--- config.mk ---
export PLATFORM = sky130hd
export DESIGN_NAME = muldiv_controller_flat
export DESIGN_NICKNAME = d
export VERILOG_FILES = /design/src/rtl/muldiv_controller_if.sv /design/src/rtl/muldiv_controller.sv /design/src/flat_wrapper.sv
export SDC_FILE = /design/constraint.sdc
export NUM_CORES = 1
export LEC_CHECK = 0
export BUFFER_PORTS_ARGS = -buffer_cell sky130_fd_sc_hd__buf_2
export CAP_MARGIN = 20
export CORE_AREA = 2 2 197 199
export CTS_CLUSTER_DIAMETER = 100
export DETAILED_ROUTE_END_ITERATION = 8
export DIE_AREA = 0 0 199 201
export PLACE_DENSITY = 0.74
export SLEW_MARGIN = 20
export SYNTH_ARGS = -nofsm -noshare
export SYNTH_HDL_FRONTEND = slang
export SYNTH_SLANG_ARGS = --single-unit
--- constraint.sdc ---
create_clock -name CLK -period 4.55 [get_ports CLK]
set_clock_uncertainty 0.15 [all_clocks]
set_input_delay 1.365 -clock CLK [delete_from_list [all_inputs] [get_ports CLK]]
set_output_delay 1.365 -clock CLK [all_outputs]
set_load 0.02 [all_outputs]
--- src/rtl/muldiv_controller_if.sv ---
// Handshake/data bundle between the EX stage and the multiply/divide sequencer.
// Also carries the sequencer's FSM state out for observation.
interface muldiv_controller_if #(parameter int WIDTH = 32);
  logic             start;
  logic [1:0]       op;
  logic [WIDTH-1:0] rs_data;
  logic [WIDTH-1:0] rt_data;
  logic             hilo_read;
  logic             mthi;
  logic             mtlo;
  logic [WIDTH-1:0] wdata;
  logic             flush;
  logic [WIDTH-1:0] hi;
  logic [WIDTH-1:0] lo;
  logic             busy;
  logic             done;
  logic             stall;
  logic [1:0]       state;

  modport master (
    output start, op, rs_data, rt_data, hilo_read, mthi, mtlo, wdata, flush,
    input  hi, lo, busy, done, stall, state
  );

  modport slave (
    input  start, op, rs_data, rt_data, hilo_read, mthi, mtlo, wdata, flush,
    output hi, lo, busy, done, stall, state
  );
endinterface

--- src/rtl/muldiv_controller.sv ---
// Iterative MULT/MULTU/DIV/DIVU sequencer owning HI/LO (shift-add / restoring divide).
// Optional MULDIV_EARLY_TERM_EN: multiplies stop once the remaining multiplier bits are zero.
module muldiv_controller #(
  parameter int WIDTH = 32
) (
  input logic           CLK,
  input logic           nRST,
  muldiv_controller_if.slave bus
);
  localparam int CW = $clog2(WIDTH) + 1;
  localparam logic [1:0] S_IDLE = 2'd0;
  localparam logic [1:0] S_ITER = 2'd1;
  localparam logic [1:0] S_FIX  = 2'd2;

  logic [1:0]         state_q, state_d;
  logic [CW-1:0]      cnt_q, cnt_d;
  logic [2*WIDTH-1:0] prod_q, prod_d;   // multiply: product; divide: {remainder, quotient}
  logic [2*WIDTH-1:0] mcand_q, mcand_d; // multiply: shifted multiplicand; divide: divisor in low half
  logic [WIDTH-1:0]   mplier_q, mplier_d;
  logic               is_div_q, is_div_d;
  logic               neg_q, neg_d;
  logic               neg_rem_q, neg_rem_d;
  logic [WIDTH-1:0]   hi_q, hi_d;
  logic [WIDTH-1:0]   lo_q, lo_d;
  logic               busy_q, busy_d;
  logic               done_q, done_d;

  logic               signed_op, rs_neg, rt_neg;
  logic [WIDTH-1:0]   rs_mag, rt_mag;
  logic [2*WIDTH-1:0] prod_step;
  logic [WIDTH:0]     rem_sh;
  logic               rem_ge;
  logic [WIDTH-1:0]   rem_diff;
  logic [2*WIDTH-1:0] prod_fixed;
  logic [WIDTH-1:0]   quo_fixed, rem_fixed;

  assign signed_op = ~bus.op[0];
  assign rs_neg    = signed_op & bus.rs_data[WIDTH-1];
  assign rt_neg    = signed_op & bus.rt_data[WIDTH-1];
  assign rs_mag    = rs_neg ? -bus.rs_data : bus.rs_data;
  assign rt_mag    = rt_neg ? -bus.rt_data : bus.rt_data;

  assign prod_step = prod_q + (mplier_q[0] ? mcand_q : {(2*WIDTH){1'b0}});

  // Restoring step: shift {rem,quo} left one and try to subtract the divisor.
  assign rem_sh   = prod_q[2*WIDTH-1:WIDTH-1];
  assign rem_ge   = (rem_sh >= {1'b0, mcand_q[WIDTH-1:0]});
  assign rem_diff = rem_sh[WIDTH-1:0] - mcand_q[WIDTH-1:0];

  assign prod_fixed = neg_q ? -prod_q : prod_q;
  assign quo_fixed  = neg_q ? -prod_q[WIDTH-1:0] : prod_q[WIDTH-1:0];
  assign rem_fixed  = neg_rem_q ? -prod_q[2*WIDTH-1:WIDTH] : prod_q[2*WIDTH-1:WIDTH];

  always_comb begin
    state_d   = state_q;
    cnt_d     = cnt_q;
    prod_d    = prod_q;
    mcand_d   = mcand_q;
    mplier_d  = mplier_q;
    is_div_d  = is_div_q;
    neg_d     = neg_q;
    neg_rem_d = neg_rem_q;
    hi_d      = hi_q;
    lo_d      = lo_q;
    case (state_q)
      S_IDLE: begin
        if (bus.flush) begin
          state_d = S_IDLE;
        end else if (bus.start) begin
          is_div_d = bus.op[1];
          cnt_d    = '0;
          neg_d    = rs_neg ^ rt_neg;
          state_d  = S_ITER;
          if (bus.op[1]) begin
            neg_rem_d = rs_neg;
            prod_d    = {{WIDTH{1'b0}}, rs_mag};
            mcand_d   = {{WIDTH{1'b0}}, rt_mag};
            if (bus.rt_data == '0) begin
              // Divide by zero: FIX publishes hi = raw dividend, lo = all ones.
              prod_d    = {bus.rs_data, {WIDTH{1'b1}}};
              neg_d     = 1'b0;
              neg_rem_d = 1'b0;
              state_d   = S_FIX;
            end
          end else begin
            neg_rem_d = 1'b0;
            prod_d    = '0;
            mcand_d   = {{WIDTH{1'b0}}, rs_mag};
            mplier_d  = rt_mag;
`ifdef MULDIV_EARLY_TERM_EN
            if (rt_mag == '0) state_d = S_FIX;
`endif
          end
        end else begin
          if (bus.mthi) hi_d = bus.wdata;
          if (bus.mtlo) lo_d = bus.wdata;
        end
      end
      S_ITER: begin
        if (bus.flush) begin
          state_d = S_IDLE;
        end else begin
          cnt_d = cnt_q + 1'b1;
          if (is_div_q) begin
            prod_d = rem_ge ? {rem_diff, prod_q[WIDTH-2:0], 1'b1}
                            : {prod_q[2*WIDTH-2:0], 1'b0};
          end else begin
            prod_d   = prod_step;
            mcand_d  = mcand_q << 1;
            mplier_d = mplier_q >> 1;
          end
          if (cnt_q == CW'(WIDTH - 1)) begin
            state_d = S_FIX;
          end
`ifdef MULDIV_EARLY_TERM_EN
          else if (!is_div_q && (mplier_q[WIDTH-1:1] == '0)) begin
            state_d = S_FIX;
          end
`endif
        end
      end
      S_FIX: begin
        state_d = S_IDLE;
        if (!bus.flush) begin
          if (is_div_q) begin
            lo_d = quo_fixed;
            hi_d = rem_fixed;
          end else begin
            {hi_d, lo_d} = prod_fixed;
          end
        end
      end
      default: state_d = S_IDLE;
    endcase
  end

  assign busy_d = (state_d != S_IDLE);
  assign done_d = (state_q == S_FIX) && !bus.flush;

  always_ff @(posedge CLK or negedge nRST) begin
    if (!nRST) begin
      state_q   <= S_IDLE;
      cnt_q     <= '0;
      prod_q    <= '0;
      mcand_q   <= '0;
      mplier_q  <= '0;
      is_div_q  <= 1'b0;
      neg_q     <= 1'b0;
      neg_rem_q <= 1'b0;
      hi_q      <= '0;
      lo_q      <= '0;
      busy_q    <= 1'b0;
      done_q    <= 1'b0;
    end else begin
      state_q   <= state_d;
      cnt_q     <= cnt_d;
      prod_q    <= prod_d;
      mcand_q   <= mcand_d;
      mplier_q  <= mplier_d;
      is_div_q  <= is_div_d;
      neg_q     <= neg_d;
      neg_rem_q <= neg_rem_d;
      hi_q      <= hi_d;
      lo_q      <= lo_d;
      busy_q    <= busy_d;
      done_q    <= done_d;
    end
  end

  // Pipeline holds any mul/div or HI/LO access while an operation is in flight.
  assign bus.stall = busy_q & (bus.start | bus.hilo_read | bus.mthi | bus.mtlo);
  assign bus.hi    = hi_q;
  assign bus.lo    = lo_q;
  assign bus.busy  = busy_q;
  assign bus.done  = done_q;
  assign bus.state = state_q;
endmodule
--- src/flat_wrapper.sv ---
// flat-port wrapper written by rule: the top's interface ports become plain ports
module muldiv_controller_flat 
#(
  parameter int WIDTH = 32
)
  (CLK, nRST, bus_start, bus_op, bus_rs_data, bus_rt_data, bus_hilo_read, bus_mthi, bus_mtlo, bus_wdata, bus_flush, bus_hi, bus_lo, bus_busy, bus_done, bus_stall, bus_state);
  muldiv_controller_if #(.WIDTH(WIDTH)) bus_i ();
  input logic CLK;
  input logic nRST;
  input wire logic [$bits(bus_i.start)-1:0] bus_start;
  input wire logic [$bits(bus_i.op)-1:0] bus_op;
  input wire logic [$bits(bus_i.rs_data)-1:0] bus_rs_data;
  input wire logic [$bits(bus_i.rt_data)-1:0] bus_rt_data;
  input wire logic [$bits(bus_i.hilo_read)-1:0] bus_hilo_read;
  input wire logic [$bits(bus_i.mthi)-1:0] bus_mthi;
  input wire logic [$bits(bus_i.mtlo)-1:0] bus_mtlo;
  input wire logic [$bits(bus_i.wdata)-1:0] bus_wdata;
  input wire logic [$bits(bus_i.flush)-1:0] bus_flush;
  output wire logic [$bits(bus_i.hi)-1:0] bus_hi;
  output wire logic [$bits(bus_i.lo)-1:0] bus_lo;
  output wire logic [$bits(bus_i.busy)-1:0] bus_busy;
  output wire logic [$bits(bus_i.done)-1:0] bus_done;
  output wire logic [$bits(bus_i.stall)-1:0] bus_stall;
  output wire logic [$bits(bus_i.state)-1:0] bus_state;
  assign bus_i.start = bus_start;
  assign bus_i.op = bus_op;
  assign bus_i.rs_data = bus_rs_data;
  assign bus_i.rt_data = bus_rt_data;
  assign bus_i.hilo_read = bus_hilo_read;
  assign bus_i.mthi = bus_mthi;
  assign bus_i.mtlo = bus_mtlo;
  assign bus_i.wdata = bus_wdata;
  assign bus_i.flush = bus_flush;
  assign bus_hi = bus_i.hi;
  assign bus_lo = bus_i.lo;
  assign bus_busy = bus_i.busy;
  assign bus_done = bus_i.done;
  assign bus_stall = bus_i.stall;
  assign bus_state = bus_i.state;
  muldiv_controller #(.WIDTH(WIDTH)) u_core (.CLK(CLK), .nRST(nRST), .bus(bus_i));
endmodule
# Word level (Yosys, flattened, before mapping)
# Cells that the tools add are included.
dict set report word_totals {
  regBits 237
  in_bits 105
  out_inout_bits 69
}
dict set report op_classes {
  n_addsub 8
  magnitude_cmp 1
  n_eq_ne 12
  n_mux 53
  bitwise_logic 9
  n_reduce_logical 13
}
# op n
set op_table {}
lappend op_table {{$mux 64} 13}
lappend op_table {{$mux 32} 20}
lappend op_table {{$pmux 64 s2} 2}
lappend op_table {{$pmux 32 s2} 3}
lappend op_table {{$neg 32->32} 4}
lappend op_table {{$add 64x64->64} 1}
lappend op_table {{$neg 64->64} 1}
lappend op_table {{$ge 33x32->1} 1}
lappend op_table {{$logic_not 32->1} 1}
lappend op_table {{$sub 32x32->32} 1}
lappend op_table {{$mux 6} 3}
lappend op_table {{$ne 2x2->1 const B} 9}
lappend op_table {{$reduce_and 5->1} 3}
lappend op_table {{$mux 2} 6}
lappend op_table {{$pmux 6 s2} 1}
lappend op_table {{$add 6x1->6 const B} 1}
lappend op_table {{$eq 6x5->1 const B} 1}
lappend op_table {{$reduce_and 6->1} 1}
lappend op_table {{$reduce_bool 2->1} 3}
lappend op_table {{$mux 1} 4}
lappend op_table {{$pmux 2 s2} 1}
lappend op_table {{$reduce_and 4->1} 1}
lappend op_table {{$and 1x1->1} 3}
lappend op_table {{$or 1x1->1} 3}
lappend op_table {{8 further kinds} 9}

# Logic depth before layout (Yosys ltp)
# Gate-level depths: netlist (run 1).
dict set report logic_depth {
  ltp_word 8
  ltp_mapped 15
  mapped_depth_nobuf 14
}

# Worst setup path before layout (run 1)
# No wires, ideal clock.
dict set report synth_path {
  path_type {in2reg}
  from {in bus_rt_data[2]}
  to {reg u_core.prod_q[49]}
  setup_ns 0.088
  arrival_time_ns 3.732
  slack_ns 0.580
  path_stages 10
  path_cell_list {or3_1 nor3b_1 and2_0 clkbuf_1 nand4_1 nor2_1 buf_2 buf_1 a21oi_1 nor3b_1}
}
dict set report synth_between {
  elab_chain_cells 6
}
# element line
set synth_lines {}
lappend synth_lines {{start, declared} flat_wrapper.sv:13} ;# input wire logic [$bits(bus_i.rt_data)-1:0] bus_rt_data;
lappend synth_lines {{$logic_not 32->1} muldiv_controller.sv:78} ;# if (bus.rt_data == '0) begin
lappend synth_lines {{$mux 64} muldiv_controller.sv:78}
lappend synth_lines {{$mux 64} muldiv_controller.sv:74} ;# if (bus.op[1]) begin
lappend synth_lines {{$mux 64} muldiv_controller.sv:69} ;# end else if (bus.start) begin
lappend synth_lines {{$mux 64} muldiv_controller.sv:67} ;# if (bus.flush) begin
lappend synth_lines {{$pmux 64 s2} muldiv_controller.sv:65} ;# case (state_q)
lappend synth_lines {{end signal, assigned} muldiv_controller.sv:157} ;# prod_q <= prod_d;
lappend synth_lines {{end, declared} muldiv_controller.sv:17} ;# logic [2*WIDTH-1:0] prod_q, prod_d;
# Every way passes these cells. The select of a mux whose other input is x is not followed.
# A chain may end at the register's enable or synchronous reset.

# Worst setup path after layout (run 1)
dict set report layout_path {
  from {reg u_core.prod_q[32]}
  to {reg u_core.prod_q[40]}
}
dict set report layout_between {
  elab_chain_cells 5
  elab_cells_between_ends 7
  cone_classes {add/sub (2); order compare (1); mux (4)}
}
# element line
set layout_lines {}
lappend layout_lines {{$sub 32x32->32 / $ge 33x32->1 (equally long branches)} {muldiv_controller.sv:48, muldiv_controller.sv:47}}
lappend layout_lines {{$mux 64} muldiv_controller.sv:105} ;# prod_d = rem_ge ? {rem_diff, prod_q[WIDTH-2:0], 1'b1}
lappend layout_lines {{$mux 64 (*)} muldiv_controller.sv:104} ;# if (is_div_q) begin
lappend layout_lines {{$mux 64 (*)} muldiv_controller.sv:100} ;# if (bus.flush) begin
lappend layout_lines {{$pmux 64 s2 (*)} muldiv_controller.sv:65}
# Every way passes the cells marked *; elsewhere a longest branch is shown, timed or not. The select of a mux whose other input is x is not followed.

==> results.py, run 1 <==
metrics = {
    "pwr": {
        "power_frac_comb": 0.558,
        "peakVddDrop_uv": 467,
        "power.density_nw_per_um2": 579,
        "p_sw_frac": 0.487,
        "power_switching_mw": 6.59,
        "power.leakage_nw": 10.5,
        "seqPwrFrac": 0.250,
        "p_int_mw": 6.94,
        "clockPowerShare": 0.192,
    },
    "worst_setup_path": {
        "slowest_stage": "a2111oi_0",
        "path_buf_inv": 1,
        "critical_path.top_delay_family": "compound AO/OA/AOI/OAI gates",
        "critical_path_class": "flip-flop to flip-flop",
        "reg2regPathDepth": 12,
        "critPathRequiredTime_ps": 4870,
        "timing.rr.end": "u_core.prod_q[40]",
        "cp_max_fo": 25,
        "crit_path_max_incr_delay_ps": 670,
        "cp_common_cell": "o21ai_0",
        "setup.worst_path.end_class": "flip-flop",
        "cp.arrival_ps": 4470,
        "startpoint_type": "flip-flop",
        "crit_start": "u_core.prod_q[32]",
        "r2r_start": "u_core.prod_q[32]",
        "crit_chain": "ha_1 -> nor2b_1 -> o2111a_1 -> o21ai_0 -> a211o_1 -> a2111oi_0 -> nand3b_1 -> buf_4 -> o21ai_0 -> o211ai_1 -> o21ai_0 -> a221o_1",
        "reg2reg_slack_ps": 390,
    },
    "global_route": {
        "use_met3": 0.0956,
        "grt-busiest-layer": "met2",
        "grt_pass1_vias": 20921,
        "grt-ovfl-total": 0,
        "gr-usage-met2": 0.615,
        "use_met1": 0.534,
        "antenna_found_initial": 2,
        "grt_start_max_net_pins": 152,
        "track_usage": 0.411,
        "grt_pass1_wl_mm": 125,
    },
    "floorplanning": {
        "die_x_um": 199,
        "ios": 174,
        "row_count": 72,
        "placeableCoreArea_um2": 38100,
        "die_h_um": 201,
        "initial_core_util": 0.540,
        "dieArea_um2": 40000,
    },
    "cts": {
        "clockBufferDepth": 3,
        "post_cts_resized": 0,
        "htree_levels": 1,
        "numCtsBuffers": 30,
        "path_clk_slew_ps": 60,
        "insertion_delay_ps": 590,
        "clock-root-buffer": "clkbuf_16",
        "hold_buffers": 0,
        "cts.sinks": 237,
        "post_cts_buffers": 0,
        "cts_tree": "built",
    },
    "sta": {
        "grt_setup_unrepaired": "no",
        "hold_viol": 0,
        "setup_ws_ps": 394,
        "fin_crit_sh": 0.913,
        "timing.final.max_slew_violations": 0,
        "slew_headroom": 0.227,
        "fin_setup_tns_ps": 0,
        "tightest_slew_ps": 1150,
        "fmax_mhz": 241,
        "finalCriticalPeriod_ps": 4160,
        "setup_viol": 0,
    },
    "cells_and_area": {
        "fin_cells": 3429,
        "seqCellArea_um2": 5930,
        "areaGrowthSynthToFinish_pct": 13.4,
        "final_util": 0.613,
        "fill_cells": 3547,
        "drive_gt1_frac": 0.120,
        "final_nets": 3092,
        "multi_input_area_um2": 13700,
        "final_common_cell": "nand2_1",
        "final_cell_mix": "387 x nand2_1, 306 x a21oi_1, 253 x o21ai_0",
    },
    "synth": {
        "postSynthCellCount": 2763,
        "syn-num-nets": 2970,
        "yosysWarnings": 0,
        "synth.distinct_cells": 74,
        "syn_avg_cell_area_um2": 7.45,
        "synth-main-ff-cell": "dfrtp_1",
        "netlist_area_um2": 20600,
        "synthArstFlopShare": 1.00,
        "ys_seq_elements": 237,
        "synth_edf_count": 0,
        "yosysSeqAreaShare": 0.288,
    },
    "placement": {
        "gp_congestion": 1.04,
        "place_ws_ps": 155,
        "place_hpwl_mm": 63.9,
        "portBuffers": 173,
        "dpl.cell_count": 3371,
    },
    "route": {
        "drtPass1Iterations": 6,
        "dr.first_iter.drc_count": 2342,
        "wl_mm": 83.6,
        "drc_errors": 0,
        "vias": 22233,
        "post_drt_via_cell_ratio": 6.48,
        "antenna_left": 0,
        "wl_per_cell_um": 24.4,
    },
    "hold_path": {
        "hold-path-cell-count": 2,
        "min_from": "u_core.bus.lo[9]",
        "hold_path.class": "flip-flop to flip-flop",
        "whs_endpoint": "u_core.bus.lo[9]",
    },
    "run": {
        "cap_violations": 0,
    },
    "outcome": {
        "outcome": "finished, final reports clean",
    },
}
[registers in the layout, indices dropped and copies added (netlist names)]
signal,cells
u_core.bus.hi,32
u_core.neg_q,1
u_core.bus.state,2
u_core.is_div_q,1
u_core.bus.busy,1
u_core.cnt_q,6
u_core.bus.done,1
u_core.bus.lo,32
u_core.mplier_q,32
u_core.mcand_q,64
u_core.prod_q,64
u_core.neg_rem_q,1
[layer usage]
metal	wire length, µm	vias up
li1	-	10137
met2	35600	1339
met1	32600	10461
met5	14	-
met3	9390	294
met4	5940	2
[tightest hold or removal path: cells and delay by family, from the launching register on]
family | cells | cell delay, ps
simple gates | 1 | 50
compound gates | 1 | 50
flops | 1 | 340
[logic make-up after synthesis]
| family | count (synthesis) | synth area share |
|---|---|---|
| fa+ha+maj | 102 | 0.0627 |
| mux | 27 | 0.0132 |
| compound gates | 935 | 0.277 |
| flops | 237 | 0.288 |
| xor+xnor | 208 | 0.0885 |
| simple gates | 989 | 0.222 |
| buf+inv | 265 | 0.0484 |
[worst max-delay path by stage]
stage	end	cells past startpoint
5_1_grt	u_core.prod_q[61]	15
3_3_place_gp	u_core.prod_q[29]	11
6_report	u_core.prod_q[40]	12
3_5_place_dp	u_core.prod_q[29]	11
4_1_cts	u_core.bus.hi[29]	10
2_1_floorplan	u_core.prod_q[49]	10
[stage by stage]
stage | total power, mW | hold WS, ps | area, µm²
floorplan | 8.04 | 299 | 20600
global placement | 10.6 | 305 | 22300
detailed placement | 10.7 | 312 | 22300
CTS | 13.3 | 325 | 23300
global route | 14.2 | 338 | 23300
finish | 13.5 | 317 | 23300
[cell usage after synthesis (8+ instances only)]
cell      count  area share
and3_1       26      0.0079
clkbuf_1    166       0.030
buf_1        15      0.0027
a21oi_1     306       0.074
ha_1        100       0.061
a211oi_1     53       0.019
and2_1       76       0.023
o21bai_1     22      0.0080
a211o_1       8      0.0034
nor2_1      247       0.045
o21ai_0     254       0.062
xor2_1       76       0.032
inv_1        82       0.015
xnor2_1     132       0.056
or4_1        11      0.0040
nand3_1      43       0.010
dfrtp_1     237        0.29
nand2_1     388       0.071
mux2i_1      26       0.013
a22oi_1      10      0.0036
a221oi_1     17      0.0072
nand4_1      27      0.0082
o31ai_1      47       0.017
a31oi_1      45       0.014
nor2b_1      29      0.0088
nand2b_1     14      0.0043
nor3_1       44       0.011
o211ai_1     29       0.011
a221o_1       8      0.0039
o22ai_1       8      0.0024
a21o_1       56       0.020
or3_1        18      0.0055
nor4_1       28      0.0085
[area by class of cell]
type | count | share of cell area
inverter | 83 | 0.0133
tap | 518 | 0.0278
antenna | 2 | 0.000214
timing repair buffer | 272 | 0.0720
clock inverter | 20 | 0.0103
clock buffer | 36 | 0.0353
multi-input combinational | 2261 | 0.587
sequential | 237 | 0.254
[power groups by stage]
| stage | Combinational, mW | Sequential (mW) | Clock, mW |
|---|---|---|---|
| global placement | 7.22 | 3.35 | 0 |
| floorplan | 4.73 | 3.31 | 0 |
| detailed placement | 7.28 | 3.37 | 0 |
| global route | 8.15 | 3.41 | 2.69 |
| finish | 7.54 | 3.38 | 2.60 |
| CTS | 7.33 | 3.33 | 2.61 |
No activity file was read; power rests on OpenSTA's default activity.
==> inputs of run 2 (changes only) <==
--- a/config.mk
+++ b/config.mk
@@ -5,13 +5,14 @@
 export SDC_FILE = /design/constraint.sdc
 export NUM_CORES = 1
 export LEC_CHECK = 0
-export BUFFER_PORTS_ARGS = -buffer_cell sky130_fd_sc_hd__buf_2
+export BUFFER_PORTS_ARGS = -buffer_cell sky130_fd_sc_hd__clkbuf_2
 export CAP_MARGIN = 20
 export CORE_AREA = 2 2 197 199
 export CTS_CLUSTER_DIAMETER = 100
 export DETAILED_ROUTE_END_ITERATION = 8
 export DIE_AREA = 0 0 199 201
 export PLACE_DENSITY = 0.74
+export SETUP_SLACK_MARGIN = 0.02
 export SLEW_MARGIN = 20
 export SYNTH_ARGS = -nofsm -noshare
 export SYNTH_HDL_FRONTEND = slang
==> run 2 against run 1 <==
  * Count of clock-buffer cells in the layout is 2 higher
  * Critical endpoint is now u_core.prod_q[59]
  * Cell count grew 0.85%
  * Sequential power decreased by 3%
  * Setup slack lost 16 ps
  * Critical path type unchanged
==> results.py, run 2 (synthesis gave the netlist of run 1 again) <==
metrics = {
    "outcome": {
        "outcome": "finished, final reports clean",
    },
    "sta": {
        "slew_headroom": 0.308,
        "finalCriticalPeriod_ps": 4170,
        "hold_viol": 0,
        "setup_ws_ps": 377,
        "setup_viol": 0,
        "grt_setup_unrepaired": "no",
        "fmax_mhz": 240,
        "timing.final.max_slew_violations": 0,
        "fin_setup_tns_ps": 0,
        "fin_crit_sh": 0.917,
        "tightest_slew_ps": 1030,
    },
    "floorplanning": {
        "placeableCoreArea_um2": 38100,
        "initial_core_util": 0.540,
        "dieArea_um2": 40000,
        "row_count": 72,
        "die_h_um": 201,
        "ios": 174,
        "die_x_um": 199,
    },
    "cts": {
        "hold_buffers": 0,
        "path_clk_slew_ps": 70,
        "numCtsBuffers": 28,
        "post_cts_buffers": 0,
        "post_cts_resized": 0,
        "insertion_delay_ps": 610,
        "cts.sinks": 237,
        "htree_levels": 1,
        "clockBufferDepth": 3,
        "clock-root-buffer": "clkbuf_16",
        "cts_tree": "built",
    },
    "worst_setup_path": {
        "critPathRequiredTime_ps": 4860,
        "slowest_stage": "a2111oi_0",
        "startpoint_type": "flip-flop",
        "crit_chain": "buf_12 -> and2_1 -> ha_1 -> nand3_1 -> a2111oi_0 -> o211ai_1 -> o21ai_0 -> buf_4 -> o31ai_1 -> buf_4 -> a31oi_1 -> buf_4 -> and3_1 -> a21oi_1 -> xor2_1 -> a31oi_1",
        "reg2reg_slack_ps": 380,
        "cp_common_cell": "buf_4",
        "critical_path_class": "flip-flop to flip-flop",
        "crit_path_max_incr_delay_ps": 630,
        "cp_max_fo": 34,
        "cp.arrival_ps": 4490,
        "setup.worst_path.end_class": "flip-flop",
        "reg2regPathDepth": 16,
    },
    "route": {
        "vias": 22302,
        "wl_mm": 83.9,
        "wl_per_cell_um": 24.3,
        "drc_errors": 0,
        "dr.first_iter.drc_count": 2428,
        "post_drt_via_cell_ratio": 6.45,
        "antenna_left": 0,
        "drtPass1Iterations": 8,
    },
    "placement": {
        "gp_congestion": 1.03,
        "place_ws_ps": 340,
        "portBuffers": 173,
        "place_hpwl_mm": 63.7,
    },
    "cells_and_area": {
        "final_nets": 3126,
        "final_util": 0.619,
        "areaGrowthSynthToFinish_pct": 14.6,
        "drive_gt1_frac": 0.129,
        "final_cell_mix": "387 x nand2_1, 306 x a21oi_1, 253 x o21ai_0",
        "diodes": 0,
        "reg_top3": "u_core.mcand_q (64), u_core.prod_q (64)",
        "final_common_cell": "nand2_1",
        "fill_cells": 3506,
    },
    "global_route": {
        "grt_pass1_wl_mm": 126,
        "grt-ovfl-total": 0,
        "antenna_found_initial": 2,
        "grt_start_max_net_pins": 152,
        "grt_pass1_vias": 20801,
        "track_usage": 0.416,
    },
    "run": {
        "cap_violations": 0,
    },
    "pwr": {
        "peakVddDrop_uv": 425,
        "power.density_nw_per_um2": 578,
        "power.leakage_nw": 10.7,
    },
    "hold_path": {
        "hold-path-cell-count": 2,
        "hold_path.class": "flip-flop to flip-flop",
    },
}
run 2: worst max-delay path: cells and delay by family, from the launching register on:
family | cells | cell delay, ps
compound gates | 7 | 1670
simple gates | 3 | 460
fa+ha+maj | 1 | 350
buf+inv | 4 | 690
xor+xnor | 1 | 290
flops | 1 | 400
run 2: worst paths after layout:
check	startpoint	endpoint
worst max-delay path	u_core.mplier_q[0]	u_core.prod_q[59]
min in group asynchronous	nRST	u_core.bus.lo[8]
max in group asynchronous	nRST	u_core.prod_q[59]
worst min-delay path	u_core.bus.lo[3]	u_core.bus.lo[3]
worst max register to register	u_core.mplier_q[0]	u_core.prod_q[59]
worst min register to register	u_core.bus.lo[3]	u_core.bus.lo[3]
run 2: final cells by class:
| type | count | area (µm²) | area share |
|---|---|---|---|
| Tap cell | 518 | 648 | 0.0275 |
| Timing Repair Buffer | 308 | 1990 | 0.0843 |
| Multi-Input combinational cell | 2261 | 13700 | 0.581 |
| Inverter | 83 | 312 | 0.0132 |
| Sequential cell | 237 | 5930 | 0.251 |
| Clock inverter | 13 | 194 | 0.00822 |
| Clock buffer | 38 | 808 | 0.0343 |
run 2: per-stage QoR:
stage / instance area [µm²] / power (mW) / hold slack (ps) / cells
after floorplan: 20600 / 8.04 / 299 / 2763
after global placement: 22600 / 10.7 / 309 / 3407
after detailed placement: 22600 / 10.8 / 315 / 3407
after CTS: 23600 / 13.4 / 328 / 3458
after global routing: 23600 / 14.4 / 347 / 3458
final: 23600 / 13.6 / 324 / 3458
run 2: layer usage:
layer  part of all wire  global-route usage  vias up
li1                   -                   -    10199
met4              0.065               0.237        0
met5                  0                   0        -
met3               0.10              0.0872      271
met2               0.43               0.630     1270
met1               0.41               0.550    10562
run 2: report_power, final:
group          total [mW]  internal [mW]  switching, mW  leakage, nW
logic                7.83           2.87           4.96         7.21
registers            3.29           2.65          0.643         2.96
clock network        2.51           1.47           1.04        0.480
